==> config.mk <==
export PLATFORM = sky130hd
export DESIGN_NAME = impact_mem_arbiter
export DESIGN_NICKNAME = d
export VERILOG_FILES = /design/src/rtl/impact_mem_arbiter.sv
export SDC_FILE = /design/constraint.sdc
export NUM_CORES = 1
export LEC_CHECK = 0
export CORE_ASPECT_RATIO = 1.25
export CORE_UTILIZATION = 41
export DETAILED_ROUTE_END_ITERATION = 10
export GPL_TIMING_DRIVEN = 1
export PLACE_DENSITY = 0.81
export SLEW_MARGIN = 20
export SYNTH_ARGS = -nofsm -noshare
export SYNTH_HDL_FRONTEND = slang
export SYNTH_SLANG_ARGS = --single-unit
==> constraint.sdc <==
create_clock -name clk -period 1.7 [get_ports clk]
set_input_delay 0.51 -clock clk [delete_from_list [all_inputs] [get_ports clk]]
set_output_delay 0.51 -clock clk [all_outputs]
set_load 0.03 [all_outputs]
==> src/rtl/impact_mem_arbiter.sv <==
// rtl/impact_mem_arbiter.sv - two-requester round-robin arbiter onto a byte-wide banked memory
// Each 32-bit transaction is serialised into four byte beats; reads are reassembled into rsp_rdata.
module impact_mem_arbiter #(
    parameter int READ_LAT = 1
) (
    input  logic        clk,
    input  logic        rst_n,
    input  logic        reqA_valid,
    input  logic        reqA_we,
    input  logic [11:0] reqA_addr,
    input  logic [31:0] reqA_wdata,
    input  logic [3:0]  reqA_be,
    output logic        reqA_ready,
    input  logic        reqB_valid,
    input  logic        reqB_we,
    input  logic [11:0] reqB_addr,
    input  logic [31:0] reqB_wdata,
    input  logic [3:0]  reqB_be,
    output logic        reqB_ready,
    output logic        rspA_valid,
    output logic        rspB_valid,
    output logic [31:0] rsp_rdata,
    output logic        busy,
    output logic        mem_ReadEnable,
    output logic        mem_WriteEnable,
    output logic [1:0]  mem_Bank_Select,
    output logic [9:0]  mem_Word_Select,
    output logic [1:0]  mem_Byte_Select,
    output logic [7:0]  mem_Data_In,
    input  logic [7:0]  mem_Data_Out
);
    typedef enum logic [1:0] {IDLE, BEAT, DRAIN, RESP} state_t;

    state_t        state, state_next;
    logic [1:0]    cnt;
    logic          prio_b;
    logic          owner_b;
    logic          lat_we;
    logic [11:0]   lat_addr;
    logic [31:0]   lat_wdata;
    logic [3:0]    lat_be;
    logic          grant_a, grant_b;
    logic [READ_LAT-1:0] cap_vld;
    logic [1:0]    cap_idx [READ_LAT];

    always_comb begin
        grant_a = 1'b0;
        grant_b = 1'b0;
        if (state == IDLE) begin
            if (reqA_valid && reqB_valid) begin
                grant_b = prio_b;
                grant_a = !prio_b;
            end else begin
                grant_a = reqA_valid;
                grant_b = reqB_valid;
            end
        end
    end

    // Grants are combinational from IDLE, so gate them while reset is held.
    assign reqA_ready = grant_a & rst_n;
    assign reqB_ready = grant_b & rst_n;

    always_comb begin
        state_next = state;
        case (state)
            IDLE:  if (grant_a || grant_b) state_next = BEAT;
            BEAT:  if (cnt == 2'd3) state_next = lat_we ? RESP : DRAIN;
            DRAIN: if (cnt == 2'(READ_LAT - 1)) state_next = RESP;
            RESP:  state_next = IDLE;
            default: state_next = IDLE;
        endcase
    end

    always_comb begin
        busy            = (state != IDLE);
        rspA_valid      = (state == RESP) && !owner_b;
        rspB_valid      = (state == RESP) && owner_b;
        mem_ReadEnable  = 1'b0;
        mem_WriteEnable = 1'b0;
        mem_Bank_Select = 2'd0;
        mem_Word_Select = 10'd0;
        mem_Byte_Select = 2'd0;
        mem_Data_In     = 8'd0;
        if (state == BEAT) begin
            mem_Bank_Select = lat_addr[11:10];
            mem_Word_Select = lat_addr[9:0];
            mem_Byte_Select = cnt;
            mem_ReadEnable  = !lat_we;
            mem_WriteEnable = lat_we && lat_be[cnt];
            if (mem_WriteEnable) mem_Data_In = lat_wdata[{cnt, 3'b000} +: 8];
        end
    end

    // cnt walks the beats and then the drain cycles; it restarts on every state change.
    always_ff @(posedge clk or negedge rst_n) begin
        if (!rst_n) begin
            state     <= IDLE;
            cnt       <= 2'd0;
            prio_b    <= 1'b0;
            owner_b   <= 1'b0;
            lat_we    <= 1'b0;
            lat_addr  <= 12'd0;
            lat_wdata <= 32'd0;
            lat_be    <= 4'd0;
        end else begin
            state <= state_next;
            cnt   <= (state_next != state) ? 2'd0 : cnt + 2'd1;
            if (grant_a || grant_b) begin
                prio_b    <= grant_a;
                owner_b   <= grant_b;
                lat_we    <= grant_b ? reqB_we    : reqA_we;
                lat_addr  <= grant_b ? reqB_addr  : reqA_addr;
                lat_wdata <= grant_b ? reqB_wdata : reqA_wdata;
                lat_be    <= grant_b ? reqB_be    : reqA_be;
            end
        end
    end

    // Delay line tracks which byte each read strobe returns READ_LAT cycles later.
    always_ff @(posedge clk or negedge rst_n) begin
        if (!rst_n) begin
            cap_vld   <= '0;
            rsp_rdata <= 32'd0;
            for (int i = 0; i < READ_LAT; i++) cap_idx[i] <= 2'd0;
        end else begin
            cap_vld[0] <= mem_ReadEnable;
            cap_idx[0] <= mem_Byte_Select;
            for (int i = 1; i < READ_LAT; i++) begin
                cap_vld[i] <= cap_vld[i-1];
                cap_idx[i] <= cap_idx[i-1];
            end
            if (cap_vld[READ_LAT-1])
                rsp_rdata[{cap_idx[READ_LAT-1], 3'b000} +: 8] <= mem_Data_Out;
        end
    end
endmodule

==> impl_metrics.py, run 1 <==
metrics = {
    "critical_path": {
        "critical_path_arrival_ns": 1.76,
        "worst-path-buf-inv": 1,
        "cp_slowest_cell": "sky130_fd_sc_hd__mux4_2",
        "critical-path-max-stage-delay_ns": 0.60,
        "worst_path_dominant_cell_family": "multiplexers",
        "cp_data_required_time_ns": 1.19,
        "worstSetupStartpointType": "flop",
        "ordered_cell_list_for_the_critical_path": "mux4_2, nand3_4, nor2b_4, buf_6",
        "criticalPathCategory": "reg -> out",
        "timing.critical_path.fanout_max": 5,
        "crit_path_end_kind": "output pin",
    },
    "yosys": {
        "synth.top_cell.area_share_pct": 48.0,
        "yosysSeqAreaShare_pct": 48.0,
        "synth.yosys.warnings": 0,
        "netlist-cell-type-count": 34,
        "synthTopCellsByArea": "sky130_fd_sc_hd__dfrtp_1 (48%), sky130_fd_sc_hd__o311ai_2 (6.2%), sky130_fd_sc_hd__a22o_1 (6.0%)",
        "synth_common_cells": "sky130_fd_sc_hd__dfrtp_1 (90), sky130_fd_sc_hd__inv_1 (56), sky130_fd_sc_hd__o21ai_0 (51), sky130_fd_sc_hd__nand3_1 (49), sky130_fd_sc_hd__a22o_1 (32)",
        "syn_area_um2": 4690,
        "synthesis.instances": 442,
        "number_of_enable_type_register_cells_in_the_synthesized_netlist": 0,
        "syn_area_per_cell_um2": 10.6,
        "yosys_most_used_dff": "sky130_fd_sc_hd__dfrtp_1",
        "postSynth.asyncResetShare_pct": 100,
        "yosysMostFrequentCell": "sky130_fd_sc_hd__dfrtp_1",
        "syn-num-nets": 559,
        "postSynthRegisterBits": 90,
        "synthDominantAreaCellType": "sky130_fd_sc_hd__dfrtp_1",
    },
    "floorplan": {
        "dieWidth_um": 97.7,
        "initial_utilization_pct": 42.2,
        "die_area_um2": 11900,
        "floorplan_core_area_um2": 11100,
        "die_y_um": 122,
        "std_cell_rows": 43,
        "pin_count": 171,
    },
    "power": {
        "power.share.switching_pct": 40.0,
        "netSwitchingPower_mw": 5.73,
        "p_total_mw": 14.3,
        "internal-power_mw": 8.60,
        "power_per_cell_area_nw_per_um2": 1880,
        "seq_pwr_share_pct": 26.3,
        "power.clock.fraction_pct": 15.9,
        "maximum_vdd_ir_drop_mv": 0.783,
        "pwr-share-comb_pct": 57.8,
        "power.leakage_nw": 3.43,
    },
    "timing": {
        "final_slew_violations": 0,
        "report.final.setup_viol": 29,
        "timing.final.ws_setup_ns": -0.574,
        "slew_headroom_pct": 70.6,
        "timing_hold_violations_final": 0,
        "timing_worst_slew_pin_value_ns": 0.441,
        "final_min_period_over_clock_period_pct": 134,
        "clock-skew-final_ns": 0.00498,
        "hold_slack_ns": 0.122,
        "max_freq_ghz": 0.440,
        "finalCriticalPeriod_ns": 2.27,
        "rsz0062_at_grt": "true",
    },
    "cts": {
        "clock_latency_ns": 0.34,
        "cts-buffers-inserted": 9,
        "cts_tree": "done",
        "cts_htree_levels": 3,
        "cts_root_buffer": "sky130_fd_sc_hd__clkbuf_16",
        "clock_tree.buffer_depth": 2,
        "cts_num_sinks": 90,
        "path_clk_slew_ns": 0.06,
    },
    "drt": {
        "detail-route-antenna-nets": 0,
        "route.detailed.wl_per_inst_um": 19.1,
        "avgViaCountPerCell": 5.68,
        "detailroute.via_count": 4353,
        "finalWirelength_mm": 14.6,
        "drt-pass1-iter-count": 8,
        "drc": 22,
        "dr.first_iter.drc_count": 292,
    },
    "grt": {
        "grt-busiest-layer": "met2",
        "largest_net_degree_at_the_start_of_global_routing": 84,
        "grtUsageMet3_pct": 5.51,
        "first_global_vias": 4520,
        "global_route.usage.met1_pct": 27.3,
        "antenna_violations_before_repair": 2,
        "globalRoute.totalOverflow": 0,
        "globalRouteMet2Util_pct": 46.0,
        "grt_use_total_pct": 24.9,
        "wire_length_of_the_first_global_routing_pass_mm": 22.8,
    },
    "place": {
        "final_replace_weighted_congestion": 0.863,
        "total_of_buffers_placed_on_input_and_output_ports": 170,
        "dpl.hpwl_mm": 10.2,
    },
    "cells_and_area": {
        "post-route-util_pct": 68.3,
        "final_nets": 743,
        "layout.filler_cells": 804,
        "area_growth_syn_to_layout_pct": 62.1,
        "final_layout_size_suffix_gt1_share_pct": 28.9,
    },
    "hold_path": {
        "min_delay_path_class": "in -> async",
    },
    "flow_run": {
        "drv.max_cap_violation_count": 0,
    },
    "outcome": {
        "violations_in_the_final_reports": "DRC, setup timing",
        "outcome": "complete, but fails checks",
    },
}
[cell families after synthesis]
kind of cell | Yosys count | share of synthesized area [%]
muxes | 9 | 4.32
adders and majority gates | 7 | 1.87
and+or+nand+nor | 100 | 12.5
buffers and inverters | 97 | 8.98
DFF | 90 | 48.0
AOI/OAI and AO/OA | 139 | 24.3
[flip-flops by register name, summed over array words and instances (netlist names)]
name and flops:
cap_idx 2, cap_vld 1, cnt 2, lat_addr 12
lat_be 4, lat_wdata 32, lat_we 1, owner_b 1
prio_b 1, rsp_rdata 32, state 2
[final timing paths]
path	start	endpoint	slack, ns	depth (start not counted)
worst max-delay path	cnt[0]	mem_Data_In[2]	-0.57	4
worst min-delay path	rst_n	lat_addr[6]	0.12	2
worst max register to register	state[0]	lat_wdata[12]	0.02	8
worst min register to register	rsp_rdata[22]	rsp_rdata[22]	0.50	1
max in group asynchronous	rst_n	prio_b	1.12	2
min in group clk	rsp_rdata[22]	rsp_rdata[22]	0.50	1
[area by class of cell]
cell class	instances	area, um^2	share of cell area, %
clock buffer	11	243	3.19
multi-input combinational	256	2390	31.4
sequential	90	2250	29.6
antenna	2	5.00	0.0658
tap	135	169	2.22
inverter	58	233	3.06
clock inverter	4	98.8	1.30
timing repair buffer	211	2220	29.1
[power by group through the flow]
stage	clock network [mW]	registers [mW]	logic, mW
floorplan	0	4.00	4.10
global placement	0	3.65	6.87
detailed placement	0	3.72	7.09
CTS	2.31	3.71	7.73
global route	2.42	3.86	8.78
finish	2.28	3.76	8.29
[stage by stage]
| step | cells | worst slack, ns | TNS (ns) | cell area [um^2] |
|---|---|---|---|---|
| floorplan | 442 | -0.0898 | -0.782 | 4790 |
| global placement | 739 | -0.349 | -16.20 | 6800 |
| detailed placement | 739 | -0.384 | -19.00 | 6800 |
| CTS | 761 | -0.584 | -10.63 | 7340 |
| global route | 767 | -0.628 | -11.59 | 7610 |
| finish | 767 | -0.574 | -9.72 | 7610 |
[layout by cell type, fill, tap and decap left out, types with 2 or more instances in the layout]
| cell type | netlist | final |
|---|---|---|
| sky130_fd_sc_hd__nand3_4 | 0 | 2 |
| sky130_fd_sc_hd__clkdlybuf4s50_1 | 0 | 106 |
| sky130_fd_sc_hd__a21oi_1 | 3 | 3 |
| sky130_fd_sc_hd__inv_1 | 56 | 56 |
| sky130_fd_sc_hd__and4_1 | 3 | 2 |
| sky130_fd_sc_hd__nor2b_1 | 10 | 2 |
| sky130_fd_sc_hd__buf_4 | 4 | 25 |
| sky130_fd_sc_hd__o311ai_4 | 0 | 3 |
| sky130_fd_sc_hd__nor2_2 | 0 | 2 |
| sky130_fd_sc_hd__buf_12 | 0 | 15 |
| sky130_fd_sc_hd__o21ai_0 | 51 | 17 |
| sky130_fd_sc_hd__o311ai_1 | 31 | 12 |
| sky130_fd_sc_hd__buf_8 | 0 | 2 |
| sky130_fd_sc_hd__o21ai_1 | 1 | 23 |
| sky130_fd_sc_hd__a22o_1 | 32 | 32 |
| sky130_fd_sc_hd__diode_2 | 0 | 2 |
| sky130_fd_sc_hd__nand3_1 | 49 | 49 |
| sky130_fd_sc_hd__nand2_1 | 7 | 6 |
| sky130_fd_sc_hd__mux4_2 | 9 | 9 |
| sky130_fd_sc_hd__and2_4 | 1 | 16 |
| sky130_fd_sc_hd__o21ai_2 | 0 | 11 |
| sky130_fd_sc_hd__a21o_1 | 2 | 2 |
| sky130_fd_sc_hd__nor3_1 | 2 | 2 |
| sky130_fd_sc_hd__and3_4 | 0 | 2 |
| sky130_fd_sc_hd__dfrtp_1 | 90 | 90 |
| sky130_fd_sc_hd__bufinv_16 | 0 | 3 |
| sky130_fd_sc_hd__buf_6 | 4 | 28 |
| sky130_fd_sc_hd__dlygate4sd2_1 | 0 | 34 |
| sky130_fd_sc_hd__ha_1 | 7 | 7 |
| sky130_fd_sc_hd__nor2b_4 | 0 | 8 |
| sky130_fd_sc_hd__clkbuf_16 | 0 | 10 |
| sky130_fd_sc_hd__nor2_1 | 4 | 2 |
| sky130_fd_sc_hd__o311ai_2 | 18 | 34 |
[routing by layer]
layer / vias up / routed length [um]
met1: 2139 / 5330
met2: 191 / 7990
met4: 0 / 418
met5: - / 0
met3: 30 / 888
li1: 1993 / -
[repair_timing]
item                                    in CTS  in global routing
endpoints found under the hold margin        0                  0
gates cloned                                 2                  1
endpoints found under the setup margin      62                 62
hold buffers                                 0                  0
pin swaps                                   14                  5
setup buffers                                5                  5
gates resized for setup                     88                 70
[worst reg2reg max path: cells and delay by family (launching register included)]
family	cells	cell delay (ns)
AOI/OAI and AO/OA	2	0.35
buffers and inverters	5	0.69
DFF	1	0.39
and+or+nand+nor	1	0.12
Note: power is estimated with default switching activity, not from simulation.
==> run 2: changes to the inputs <==
--- a/config.mk
+++ b/config.mk
@@ -5,6 +5,7 @@
 export SDC_FILE = /design/constraint.sdc
 export NUM_CORES = 1
 export LEC_CHECK = 0
+export CAP_MARGIN = 25
 export CORE_ASPECT_RATIO = 1.25
 export CORE_UTILIZATION = 41
 export DETAILED_ROUTE_END_ITERATION = 10
==> results of run 2 <==
The final DEF is identical to that of run 1; final timing and power are the same.
==> run 3: changes to the inputs <==
--- a/config.mk
+++ b/config.mk
@@ -7,10 +7,12 @@
 export LEC_CHECK = 0
 export CAP_MARGIN = 25
 export CORE_ASPECT_RATIO = 1.25
-export CORE_UTILIZATION = 41
+export CORE_UTILIZATION = 42
+export CTS_BUF_LIST = sky130_fd_sc_hd__clkbuf_8
 export DETAILED_ROUTE_END_ITERATION = 10
 export GPL_TIMING_DRIVEN = 1
-export PLACE_DENSITY = 0.81
+export HOLD_SLACK_MARGIN = 0.02
+export PLACE_DENSITY = 0.83
 export SLEW_MARGIN = 20
 export SYNTH_ARGS = -nofsm -noshare
 export SYNTH_HDL_FRONTEND = slang
==> impl_metrics.py, run 3 (synthesized netlist as in run 1, its figures left out) <==
metrics = {
    "timing": {
        "slew_headroom_pct": 72.4,
        "final_slew_violations": 0,
        "timing_hold_violations_final": 0,
        "report.final.setup_viol": 31,
        "finalCriticalPeriod_ns": 2.30,
        "hold_slack_ns": 0.150,
        "final_min_period_over_clock_period_pct": 135,
        "timing.final.ws_setup_ns": -0.602,
        "timing_worst_slew_pin_value_ns": 0.413,
        "rsz0062_at_grt": "true",
        "clock-skew-final_ns": 0.0189,
        "max_freq_ghz": 0.434,
    },
    "critical_path": {
        "critical_path_arrival_ns": 1.79,
        "cp_data_required_time_ns": 1.19,
        "crit_path_end_kind": "output pin",
        "timing.critical_path.fanout_max": 7,
        "r2r_slack_ns": -0.07,
        "criticalPathCategory": "reg -> out",
        "worstSetupStartpointType": "flop",
    },
    "cts": {
        "cts-buffers-inserted": 9,
        "path_clk_slew_ns": 0.11,
        "clock_tree.buffer_depth": 2,
        "cts_tree": "done",
        "cts_root_buffer": "sky130_fd_sc_hd__clkbuf_8",
        "cts_htree_levels": 3,
        "clock_latency_ns": 0.36,
        "postCtsHoldBufs": 0,
        "cts_num_sinks": 90,
    },
    "flow_run": {
        "drv.max_cap_violation_count": 0,
    },
    "cells_and_area": {
        "final_nets": 757,
        "largest_registers": "lat_wdata (32), rsp_rdata (32), lat_addr (12)",
        "area_growth_syn_to_layout_pct": 66.8,
        "mostFrequentLayoutCell": "sky130_fd_sc_hd__clkdlybuf4s50_1",
        "layout.filler_cells": 707,
        "sequential_cell_area_um2": 2250,
        "final_cell_mix": "sky130_fd_sc_hd__clkdlybuf4s50_1 (106), sky130_fd_sc_hd__dfrtp_1 (89), sky130_fd_sc_hd__inv_1 (56), sky130_fd_sc_hd__nand3_1 (49), sky130_fd_sc_hd__buf_6 (41)",
        "post-route-util_pct": 73.1,
        "finalNonFillerCells": 778,
        "final_layout_size_suffix_gt1_share_pct": 32.7,
        "multi_input_comb_area_um2": 2550,
    },
    "grt": {
        "wire_length_of_the_first_global_routing_pass_mm": 22.0,
        "globalRoute.totalOverflow": 0,
        "antenna_violations_before_repair": 1,
        "first_global_vias": 4612,
        "largest_net_degree_at_the_start_of_global_routing": 79,
        "grt_use_total_pct": 24.8,
    },
    "drt": {
        "drc": 0,
        "detail-route-antenna-nets": 0,
        "route.detailed.wl_per_inst_um": 20.8,
        "finalWirelength_mm": 16.2,
        "dr.first_iter.drc_count": 294,
        "drt-pass1-iter-count": 6,
        "detailroute.via_count": 4726,
        "avgViaCountPerCell": 6.07,
    },
    "floorplan": {
        "initial_utilization_pct": 43.8,
        "die_area_um2": 11600,
        "floorplan_core_area_um2": 10700,
        "pin_count": 171,
        "dieWidth_um": 96.6,
        "std_cell_rows": 42,
        "die_y_um": 120,
    },
    "power": {
        "maximum_vdd_ir_drop_mv": 0.899,
        "p_total_mw": 14.7,
        "power_per_cell_area_nw_per_um2": 1880,
        "power.leakage_nw": 3.52,
    },
    "outcome": {
        "violations_in_the_final_reports": "setup timing",
        "outcome": "complete, but fails checks",
    },
    "hold_path": {
        "min_delay_path_class": "in -> async",
    },
    "place": {
        "total_of_buffers_placed_on_input_and_output_ports": 170,
        "dpl.hpwl_mm": 10.3,
        "final_replace_weighted_congestion": 0.798,
        "post_place_cells": 742,
    },
}
==> run 3: cell types whose count changed in the layout (fill, tap and decap cells not counted), moves of 2 or more <==
cell	delta
sky130_fd_sc_hd__buf_12	+2
sky130_fd_sc_hd__clkbuf_16	-7
sky130_fd_sc_hd__o21ai_1	-10
sky130_fd_sc_hd__o311ai_4	+8
sky130_fd_sc_hd__o21ai_2	+6
sky130_fd_sc_hd__buf_6	+13
sky130_fd_sc_hd__inv_6	+3
sky130_fd_sc_hd__o311ai_2	-7
sky130_fd_sc_hd__clkbuf_8	+8
sky130_fd_sc_hd__clkinv_4	+2
sky130_fd_sc_hd__buf_8	-2
sky130_fd_sc_hd__o21ai_4	+5
sky130_fd_sc_hd__bufinv_16	-2
==> run 3: final timing paths <==
check / start / endpoint / depth (start not counted)
max: cnt[0] / mem_Data_In[6] / 5
min: rst_n / lat_addr[4] / 2
max reg2reg: state[1] / lat_wdata[1] / 9
min reg2reg: rsp_rdata[5] / rsp_rdata[5] / 1
max in group asynchronous: rst_n / cap_idx[0] / 2
min in group clk: rsp_rdata[5] / rsp_rdata[5] / 1
==> run 3: timing repair <==
action / 4_1_cts / 5_1_grt
endpoints found under the setup margin: 107 / 86
pin swaps: 16 / 9
gates resized for setup: 91 / 104
buffers inserted: 9 / 10
cloned: 1 / 6
==> run 3: power breakdown <==
group	switching [mW]	total (mW)	leakage [nW]	internal, mW
Combinational	4.70	9.33	2.27	4.63
Clock	0.851	1.56	0.107	0.712
Sequential	0.706	3.81	1.14	3.10
==> run 3: per-layer routing <==
| layer | global-route usage, % | up-vias | wire length (um) |
|---|---|---|---|
| met5 | 0 | - | 0 |
| met3 | 3.40 | 71 | 1310 |
| met4 | 9.47 | 0 | 739 |
| met2 | 45.9 | 333 | 8700 |
| met1 | 27.9 | 2299 | 5460 |
| li1 | - | 2023 | - |
==> run 3: area by class of cell <==
class | count | area share, %
antenna | 1 | 0.0320
tap | 132 | 2.11
clock buffer | 9 | 1.58
timing repair buffer | 226 | 30.9
inverter | 58 | 2.88
clock inverter | 7 | 1.09
sequential | 90 | 28.8
multi-input combinational | 255 | 32.6
==> run 3: metrics by stage <==
step / TNS [ns] / setup WS [ns] / instance area, um^2
finish: -10.06 / -0.602 / 7830
detailed placement: -22.04 / -0.398 / 6870
global placement: -20.71 / -0.368 / 6870
floorplan: -0.782 / -0.0898 / 4790
CTS: -11.38 / -0.631 / 7310
global route: -12.32 / -0.646 / 7830
==> run 3: critical path, stage by stage (launching register included) <==
cell,delay (ns)
sky130_fd_sc_hd__dfrtp_2,0.43
sky130_fd_sc_hd__mux4_2,0.54
sky130_fd_sc_hd__nand3_4,0.10
sky130_fd_sc_hd__buf_12,0.16
sky130_fd_sc_hd__nor2b_4,0.06
sky130_fd_sc_hd__buf_6,0.13
